--- src/rtl/ucie_clkpat_pkg.sv ---
// Shared definitions for the UCIe clock/track pattern generator and its far-end detector.
package ucie_clkpat_pkg;

    localparam int unsigned PATTERN_LENGTH = 48;
    localparam int unsigned TOGGLE_UI      = 32;
    localparam int unsigned BIT_CNT_W      = 6;

    // One iteration sent LSB first: 16 clock periods (1,0,...) then 16 UI low.
    localparam logic [PATTERN_LENGTH-1:0] CLK_PATTERN = 48'h0000_5555_5555;

    typedef enum logic [1:0] {
        ST_IDLE  = 2'd0,
        ST_BURST = 2'd1,
        ST_DONE  = 2'd2
    } clkpat_state_e;

    function automatic logic pattern_bit_at(input logic [BIT_CNT_W-1:0] b);
        return (b < BIT_CNT_W'(TOGGLE_UI)) ? ~b[0] : 1'b0;
    endfunction

endpackage

--- src/rtl/ucie_clkpat_bit_sequencer.sv ---
// Bit/iteration counters for the clock pattern; presents the bit to be shown after the next edge.
module ucie_clkpat_bit_sequencer
    import ucie_clkpat_pkg::*;
#(
    parameter int unsigned ITERATIONS = 128,
    parameter int unsigned ITER_W     = 8
) (
    input  logic i_clk,
    input  logic i_rst_n,
    input  logic clear,
    input  logic advance,
    output logic pattern_bit,
    output logic last_bit
);

    logic [BIT_CNT_W-1:0] bit_cnt;
    logic [BIT_CNT_W-1:0] bit_cnt_n;
    logic [ITER_W-1:0]    iter_cnt;
    logic                 wrap_c;

    assign wrap_c   = (bit_cnt == BIT_CNT_W'(PATTERN_LENGTH - 1));
    assign last_bit = wrap_c && (iter_cnt == ITER_W'(ITERATIONS - 1));

    // Index of the bit that the lanes will carry after the coming edge.
    always_comb begin
        bit_cnt_n = bit_cnt;
        if (clear) begin
            bit_cnt_n = '0;
        end else if (advance) begin
            bit_cnt_n = wrap_c ? '0 : bit_cnt + BIT_CNT_W'(1);
        end
    end

    assign pattern_bit = pattern_bit_at(bit_cnt_n);

    // Iteration count saturates so continuous bursts never wrap it.
    always_ff @(posedge i_clk) begin
        if (!i_rst_n) begin
            bit_cnt  <= '0;
            iter_cnt <= '0;
        end else begin
            bit_cnt <= bit_cnt_n;
            if (clear) begin
                iter_cnt <= '0;
            end else if (advance && wrap_c && (iter_cnt != {ITER_W{1'b1}})) begin
                iter_cnt <= iter_cnt + ITER_W'(1);
            end
        end
    end

endmodule

--- src/rtl/ucie_clock_pattern_generator.sv ---
// Mainband clock/track pattern generator for UCIe clock training.
// Optional UCIE_CLKPAT_CONTINUOUS_EN adds i_continuous for bursts that run until i_stop.
module ucie_clock_pattern_generator
    import ucie_clkpat_pkg::*;
#(
    parameter int unsigned ITERATIONS = 128,
    parameter int unsigned ITER_W     = 8
) (
    input  logic i_clk,
    input  logic i_rst_n,
    input  logic i_start,
    input  logic i_stop,
    input  logic i_enable_CKP,
    input  logic i_enable_CKN,
    input  logic i_enable_TRK,
`ifdef UCIE_CLKPAT_CONTINUOUS_EN
    input  logic i_continuous,
`endif
    output logic TCKP_L,
    output logic TCKN_L,
    output logic TTRK_L,
    output logic o_busy,
    output logic o_done
);

    clkpat_state_e state;
    clkpat_state_e state_n;

    logic clear_c;
    logic advance_c;
    logic end_c;
    logic pattern_bit;
    logic last_bit;

    logic ckp_n;
    logic ckn_n;
    logic trk_n;
    logic busy_n;
    logic done_n;

    ucie_clkpat_bit_sequencer #(
        .ITERATIONS (ITERATIONS),
        .ITER_W     (ITER_W)
    ) u_seq (
        .i_clk       (i_clk),
        .i_rst_n     (i_rst_n),
        .clear       (clear_c),
        .advance     (advance_c),
        .pattern_bit (pattern_bit),
        .last_bit    (last_bit)
    );

`ifdef UCIE_CLKPAT_CONTINUOUS_EN
    logic continuous_q;

    // Mode is captured at burst start so mid-burst changes cannot truncate it.
    always_ff @(posedge i_clk) begin
        if (!i_rst_n) begin
            continuous_q <= 1'b0;
        end else if (clear_c) begin
            continuous_q <= i_continuous;
        end
    end

    assign end_c = last_bit && !continuous_q;
`else
    assign end_c = last_bit;
`endif

    assign clear_c   = (state == ST_IDLE) && i_start;
    assign advance_c = (state == ST_BURST) && !i_stop && !end_c;

    // Next state and next registered outputs; lanes only carry pattern while bursting.
    always_comb begin
        state_n = state;
        ckp_n   = 1'b0;
        ckn_n   = 1'b0;
        trk_n   = 1'b0;
        busy_n  = 1'b0;
        done_n  = 1'b0;
        case (state)
            ST_IDLE: begin
                if (i_start) begin
                    state_n = ST_BURST;
                    busy_n  = 1'b1;
                    ckp_n   = pattern_bit & i_enable_CKP;
                    ckn_n   = pattern_bit & i_enable_CKN;
                    trk_n   = pattern_bit & i_enable_TRK;
                end
            end
            ST_BURST: begin
                if (i_stop || end_c) begin
                    state_n = ST_DONE;
                    done_n  = 1'b1;
                end else begin
                    busy_n = 1'b1;
                    ckp_n  = pattern_bit & i_enable_CKP;
                    ckn_n  = pattern_bit & i_enable_CKN;
                    trk_n  = pattern_bit & i_enable_TRK;
                end
            end
            ST_DONE: begin
                state_n = ST_IDLE;
            end
            default: begin
                state_n = ST_IDLE;
            end
        endcase
    end

    always_ff @(posedge i_clk) begin
        if (!i_rst_n) begin
            state  <= ST_IDLE;
            TCKP_L <= 1'b0;
            TCKN_L <= 1'b0;
            TTRK_L <= 1'b0;
            o_busy <= 1'b0;
            o_done <= 1'b0;
        end else begin
            state  <= state_n;
            TCKP_L <= ckp_n;
            TCKN_L <= ckn_n;
            TTRK_L <= trk_n;
            o_busy <= busy_n;
            o_done <= done_n;
        end
    end

endmodule

--- config.mk ---
export PLATFORM = sky130hd
export DESIGN_NAME = ucie_clock_pattern_generator
export DESIGN_NICKNAME = d
export VERILOG_FILES = /design/src/rtl/ucie_clkpat_pkg.sv /design/src/rtl/ucie_clkpat_bit_sequencer.sv /design/src/rtl/ucie_clock_pattern_generator.sv
export SDC_FILE = /design/constraint.sdc
export NUM_CORES = 1
export LEC_CHECK = 0
export CAP_MARGIN = 20
export CELL_PAD_IN_SITES_DETAIL_PLACEMENT = 0
export CELL_PAD_IN_SITES_GLOBAL_PLACEMENT = 1
export CORE_MARGIN = 3
export CORE_UTILIZATION = 30
export CTS_BUF_LIST = sky130_fd_sc_hd__clkbuf_16
export DETAILED_ROUTE_END_ITERATION = 10
export MAX_ROUTING_LAYER = met4
export PLACE_DENSITY = 0.62
export SYNTH_ARGS = -nofsm -noshare
export SYNTH_HDL_FRONTEND = slang
export SYNTH_SLANG_ARGS = --single-unit
--- constraint.sdc ---
create_clock -name i_clk -period 1.53 [get_ports i_clk]
set_input_delay 0.153 -clock i_clk [delete_from_list [all_inputs] [get_ports i_clk]]
set_output_delay 0.153 -clock i_clk [all_outputs]
set_load 0.05 [all_outputs]
==> out/results.txt <==
Status = complete, but fails checks
Failing checks = negative setup slack
# diodes = 0
RSZ-0062 raised after global routing = yes
Slew @ Worst Pin = 0.3525 ns
Final #Nets = 150
Maximum level of the CTS H-tree = 1
Cell at the root of the clock tree = clkbuf_16
Total DRC errors in the routed layout = 0
Number of instances in the synthesized netlist = 105
Portion of the post-synthesis area used by sequential elements = 40.93%
Count of different cell masters after synthesis = 39
Number of pins exceeding their max-slew limit in the final report = 0
Flip-flop and latch count after synthesis = 21
Number of maximum-capacitance violations = 0
Maximum ir drop on the vdd rail = 344.7 uV
Core Box Area = 3153 sq um
Highest Clock Rate = 0.6359 GHz
Area grow syn2layout = 46.04%
Placed Cells incl. Taps = 177
Power density over the cells = 836.0 nW/um^2
First-pass GRT wire length = 3898 um
CTS tree = done
Post-route fraction of the period consumed by the critical path = 102.8%
Crit Reg-Reg Endpoint = u_seq.iter_cnt[3]
Vias = 884
RD Place Congestion = 0.7718
Die area = 4162 sq um
Cell area after synthesis = 1027 sq um
Buf+Inv Stages, Crit Path = 1
Avg Synthesized Cell Area = 9.783 sq um
Static Leakage = 0.5594 nW
CP Capture Type = flip-flop
GR Util met2 = 19.85%
Final critical-path setup slack = -0.04269 ns
Synthesized Nets = 114
Setup slack, reg-to-reg = -0.04 ns
Hold bufs inserted after CTS = 0
Category of the most critical setup path = reg -> reg
Number of stages on the worst hold path = 3
Layer with the highest usage = met2
Fin. Hold Viols = 0
Detailed-route wire length = 2178 um
Post-route ant nets = 0
Initial Util = 32.58%
Area of all placed cells without fillers = 1500 sq um
Beginning of the worst hold path = i_stop
Count of input and output buffers = 11
Category of the worst setup path launch point = flip-flop
Minimum period implied by the final worst setup slack = 1.573 ns
Reg2Reg Depth = 7
Clock tree skew after final layout = 0.001301 ns
Req. time, crit path = 1.68 ns
Clock Path Buffers = 2
Total I/O pin count = 12
Number of setup violations in the final report = 5
Routed length per instance = 11.84 um
Arrival time of data at the critical path endpoint = 1.72 ns
Clock buffers created by TritonCTS = 3
Total of warnings raised by yosys = 0
Number of global-route vias before repair = 899
Max incr delay on CP = 0.35 ns
Largest fanout on the critical path = 8
Fraction of layout instances using a drive strength above 1 = 40.71%
Clk sinks = 21
Die Y-Extent = 64.52 um
Number of antenna violations at the first check in global routing = 0
Iter 0 DRT Violations = 45
Pin count of the biggest net entering global routing = 14
Global-route track usage on met1 = 13.77%
Filler Cell Count = 314
Total GRT Usage = 12.33%
Worst slack after detailed placement = -0.1899 ns
Cell with the largest stage delay on the worst path = dfxtp_2
Class of the tightest hold or removal check = in -> reg
Leftover overflow at the end of global routing = 0
Post-DP Area = 1336 sq um
Crit path max-delay family = simple AND/OR/NAND/NOR gates
Iteration count of the initial detailed-routing pass = 4
Reg2reg start = u_seq.bit_cnt[1]
CP Cell Sequence = ha_4 > and4b_4 > buf_6 > nand3_4 > nor4b_4 > xnor2_1 > nor2_1
Met3 Usage GRT = 3.813%
Count of standard-cell rows = 20
Via count normalized by instance count = 4.804
Relative max-transition margin = 76.45%
Capture endpoint of the worst hold path = state[1]
Half-perimeter wire length after detailed placement = 1563 um
Most common cell after layout, fill and taps aside = buf_4
Top library cells by usage in the layout, fill and taps aside = buf_4 (25), dfxtp_1 (17), nor2_1 (12)
Horizontal die dimension = 64.52 um
Skew-Pair Late Insertion Delay = 0.25 ns
Filler-free cell count of the finished design = 184
Post-CTS clock slew at the launch and capture registers of the worst setup and hold paths = 0.06 ns
Critical Path Source = u_seq.bit_cnt[1]
## stage by stage
step                setup TNS (ns)  power [mW]  util [%]  hold WS (ns)
CTS                        -0.4000       1.270     46.19        0.4687
global placement            -2.228      0.7085     42.38        0.4965
floorplan                        0      0.6504         -        0.2746
finish                     -0.1262       1.254     47.58        0.2867
global route                -1.095       1.315     47.58        0.3154
detailed placement          -2.345      0.7074     42.38        0.4973
## worst max-delay path by stage
stage | end | slack [ns] | cells after the start
final | u_seq.iter_cnt[3] | -0.04 | 7
after CTS | u_seq.iter_cnt[5] | -0.06 | 7
after detailed placement | TCKN_L | -0.19 | 6
after floorplan | u_seq.bit_cnt[0] | 0.02 | 7
after global routing | u_seq.iter_cnt[7] | -0.13 | 7
after global placement | u_seq.bit_cnt[0] | -0.19 | 7
## where the power goes
part	switching [mW]	internal (mW)	leakage [nW]
combinational	0.0760	0.0617	0.345
sequential	0.00655	0.561	0.172
clock	0.201	0.348	0.0423
## kinds of logic after synthesis
kind of cell               share of synthesized area [%]
and+or+nand+nor                                    35.69
AOI/OAI and AO/OA                                  13.64
DFF                                                40.93
xor gates and xnor gates                           4.263
adders and majority gates                          2.436
muxes                                             0.9745
buffers and inverters                              2.070
## repair_timing
item,4_1_cts,5_1_grt
setup buffers,1,2
endpoints found under the setup margin,12,16
pin swaps,10,6
gates resized for setup,8,9
## area by class of cell
type                       count  area (sq um)  area share [%]
multi-input combinational     81         648.1           43.20
sequential                    21         425.4           28.36
timing repair buffer          34         292.8           19.52
clock buffer                   3         75.07           5.004
tap                           44         55.05           3.670
clock inverter                 1         3.754          0.2502
## worst register-to-register path, cell delays in order, from the launching register on
cell and delay, ns:
dfxtp_2 0.35, ha_4 0.14, and4b_4 0.24, buf_6 0.10, nand3_4 0.14, nor4b_4 0.30
xnor2_1 0.15, nor2_1 0.05
## synth_stat cells (all sizes together)
| library cell | n | area, sq um |
|---|---|---|
| a211oi | 4 | 30.03 |
| a21oi | 6 | 33.78 |
| a311oi | 1 | 8.760 |
| a31oi | 1 | 6.260 |
| and2 | 1 | 6.260 |
| and2b | 2 | 15.01 |
| and3 | 1 | 6.260 |
| and4b | 1 | 13.76 |
| and4bb | 1 | 12.51 |
| buf | 2 | 16.26 |
| clkbuf | 1 | 5.000 |
| dfxtp | 21 | 420.4 |
| ha | 2 | 25.02 |
| mux2i | 1 | 10.01 |
| nand2 | 9 | 33.78 |
| nand2b | 2 | 12.51 |
| nand3 | 4 | 32.53 |
| nand4 | 2 | 18.77 |
| nor2 | 15 | 56.30 |
| nor3 | 2 | 10.01 |
| nor3b | 6 | 50.05 |
| nor4 | 3 | 40.04 |
| nor4b | 1 | 23.77 |
| nor4bb | 2 | 20.02 |
| o211ai | 1 | 7.510 |
| o21ai | 5 | 43.80 |
| o21ba | 1 | 10.01 |
| or3 | 1 | 6.260 |
| or3b | 1 | 8.760 |
| xnor2 | 5 | 43.79 |
## flip-flops by register name, indices dropped and copies added, names as in the netlist
| signal | flops |
|---|---|
| u_seq.bit_cnt | 6 |
| u_seq.iter_cnt | 8 |
| o_done | 1 |
| TTRK_L | 1 |
| state | 2 |
| TCKP_L | 1 |
| TCKN_L | 1 |
| o_busy | 1 |
## metal layers
| metal | share of wire, % | vias to the layer above | wire (um) |
|---|---|---|---|
| li1 | - | 450 | - |
| met1 | 45 | 409 | 976 |
| met2 | 48 | 20 | 1040 |
| met3 | 5.3 | 5 | 116 |
| met4 | 2.0 | 0 | 44 |
| met5 | 0 | - | 0 |
Note: power is estimated with default switching activity, not from simulation.
==> patch (same settings) <==
Change the package constant `PATTERN_LENGTH` from 48 to 96.
--- a/src/rtl/ucie_clkpat_pkg.sv
+++ b/src/rtl/ucie_clkpat_pkg.sv
@@ -3,3 +3,3 @@
 
-    localparam int unsigned PATTERN_LENGTH = 48;
+    localparam int unsigned PATTERN_LENGTH = 96;
     localparam int unsigned TOGGLE_UI      = 32;
Formal check against the unedited RTL: no difference found for any inputs over 10 cycles, from zero or initial values and one cycle with i_rst_n low; that may be too few to reach the edited logic, so the function may still have changed.
==> patch against the unedited design <==
The flow still finishes with violations (negative setup slack). Combinational power rose by 12%. Clock skew increased by 0.0015 ns. Clock power is 0.9% lower. Final area increased by 18%. Hold slack improved by 0.087 ns. Sequential share of layout area down 4.0 points. Synthesized area down 3.0%. Total power rose by 0.53%. Sequential cell count did not move. Setup slack worse by 0.23 ns. Wire length rose by 39%. Highest routed layer unchanged.
==> patch: results (changes against the unedited design) <==
stage,metric,value,unit,change
global_route,vias in the first global route,1112,,+24%
sta,Rel. slew slack,74.3,%,-2.1 points
cells_and_area,final net count,174,,+16%
worst_hold_path,worst hold endpoint,state[1]$_SDFFE_PN0P_,,
clocking,clk_lat worst skew,0.25,ns,about the same
synth,syn nets,124,,+8.8%
critical_path,R2R depth,4,,-3
synth,"Seq/Total Area, Yosys",42.2,%,+1.3 points
global_route,GRT Overall Usage,15.9,%,+3.6 points
worst_hold_path,hold path cells,4,,+1
placed_design,Area after DPL,0.00137,sq mm,+2.3%
sta,final worst slack,-0.272,ns,-0.230 ns
synth,"top cells by area, synth","dfxtp_1 42%, a21oi_1 4.5%, o21ai_0 4.5%, or4_1 3.8%, or3_1 3.1%",,
critical_path,reg2reg end,u_seq.iter_cnt[7]$_SDFFE_PP0P_,,
power,P_int,979,uW,+0.86%
synth,Unique masters post-synth,35,,-10%
sta,setup TNS,-1.87,ns,-1.75 ns
synth,async set or reset register ratio after synthesis,0,%,unchanged
routing,routed wl met2,1520,microns,+46%
critical_path,r2r startpoint,state[1]$_SDFFE_PN0P_,,
power,leakage power,0.000668,uW,+19%
routing,DR pass1 iterations,4,,unchanged
routing,Via density,5.24,,+9.0%
power,VDD IR max,293,uV,-15%
clocking,CTS buffer count,3,,unchanged
sta,Setup-failing EPs final,16,,+11
synth,Post-synth top cells,"21 x dfxtp_1, 9 x a21oi_1, 9 x o21ai_0",,
synth,area fraction of the dominant cell type after synthesis,42.2,%,+1.3 points
synth,ys flop type,dfxtp_1,,
synth,synth warn,0,,unchanged
cells_and_area,FILL cells,298,,-5.1%
placed_design,DP HPWL,1980,microns,+26%
critical_path,worst-path maximum fanout,5,,-3
placed_design,gpl congestion,0.747,,-3.3%
global_route,first-pass GRT wire length,4960,microns,+27%
critical_path,"slowest stage delay, CP",0.46,ns,+0.11 ns
clocking,Max Root-Sink Buffers,2,,unchanged
routing,Post-Route M1 WL,1330,microns,+36%
sta,hold slack,0.374,ns,+0.0874 ns
critical_path,WP data arrival,2.00,ns,+0.28 ns
routing,DRT Wirelength,3020,microns,+39%
routing,metal3 WL,101,microns,-13%
routing,Initial DRC Count,26,,-42%
global_route,largest net degree at the start of global routing,13,,-1
critical_path,CP max-delay cell,or4_4,,
outcome,status,finished with violations,,
sta,Worst Skew,0.00277,ns,+0.00147 ns
outcome,failing checks,negative setup slack,,
cells_and_area,share of cells above drive strength 1,53.7,%,+13 points
[patch: cell count changes after synthesis, moves of 3 or more]
cell	unedited run	this run
nor2_1	15	8
a211oi_1	4	0
o41ai_1	0	3
clkbuf_1	0	3
o31ai_1	0	3
or3_1	1	5
a21oi_1	5	9
or4_1	0	5
nor3b_1	5	2
o21ai_0	2	9
xnor2_1	5	0
[patch: area by class of cell]
| type | count | share of cell area, % |
|---|---|---|
| Sequential cell | 21 | 24.3 |
| Clock buffer | 3 | 4.25 |
| Timing Repair Buffer | 50 | 24.5 |
| Multi-Input combinational cell | 88 | 43.4 |
| Clock inverter | 1 | 0.213 |
| Tap cell | 44 | 3.12 |
| Inverter | 1 | 0.213 |
[patch: cell families after synthesis]
kind of cell / count (synthesis) / share of synthesized area [%]
AO/OA/AOI/OAI: 32 / 20.1
buffers and inverters: 6 / 3.14
AND/OR/NAND/NOR: 53 / 31.0
adder cells (fa/ha/maj): 2 / 2.51
flip-flops: 21 / 42.2
multiplexers: 1 / 1.01
[patch: per-stage QoR]
step | setup WS (ns) | power [uW] | instances | util [%]
after global routing | -0.302 | 1310 | 208 | 56.9
after floorplan | -0.492 | 641 | 115 | -
after global placement | -0.700 | 703 | 194 | 44.1
final | -0.272 | 1260 | 208 | 56.9
after CTS | -0.252 | 1260 | 203 | 51.9
after detailed placement | -0.734 | 703 | 194 | 44.1
[patch: how the worst max path moves through the flow]
| stage | slack, ns | endpoint | start |
|---|---|---|---|
| after floorplan | -0.49 | u_seq.iter_cnt[7]$_SDFFE_PP0P_ | state[0]$_SDFFE_PN0P_ |
| after global placement | -0.70 | u_seq.iter_cnt[7]$_SDFFE_PP0P_ | i_stop |
| after detailed placement | -0.73 | u_seq.iter_cnt[7]$_SDFFE_PP0P_ | i_stop |
| after CTS | -0.25 | u_seq.iter_cnt[7]$_SDFFE_PP0P_ | state[1]$_SDFFE_PN0P_ |
| after global routing | -0.30 | u_seq.iter_cnt[7]$_SDFFE_PP0P_ | state[1]$_SDFFE_PN0P_ |
| final | -0.27 | u_seq.iter_cnt[7]$_SDFFE_PP0P_ | state[1]$_SDFFE_PN0P_ |
[patch: per-layer routing]
metal	vias up	track usage, %
met5	-	-
met1	527	18.3
met4	0	8.36
met2	16	25.7
li1	539	-
met3	7	3.57
[patch: repair_timing]
action	in CTS	in global routing
hold buffers	0	0
buffers inserted	4	6
pin swaps	9	10
resized for setup	30	27
setup endpoints to repair	17	20
cloned	1	0
[patch: power by group through the flow]
stage	Sequential, uW	Combinational (uW)	Clock (uW)
5_1_grt	563	165	584
6_report	562	155	544
3_3_place_gp	573	129	0
2_1_floorplan	597	43.3	0
4_1_cts	562	141	554
3_5_place_dp	573	130	0
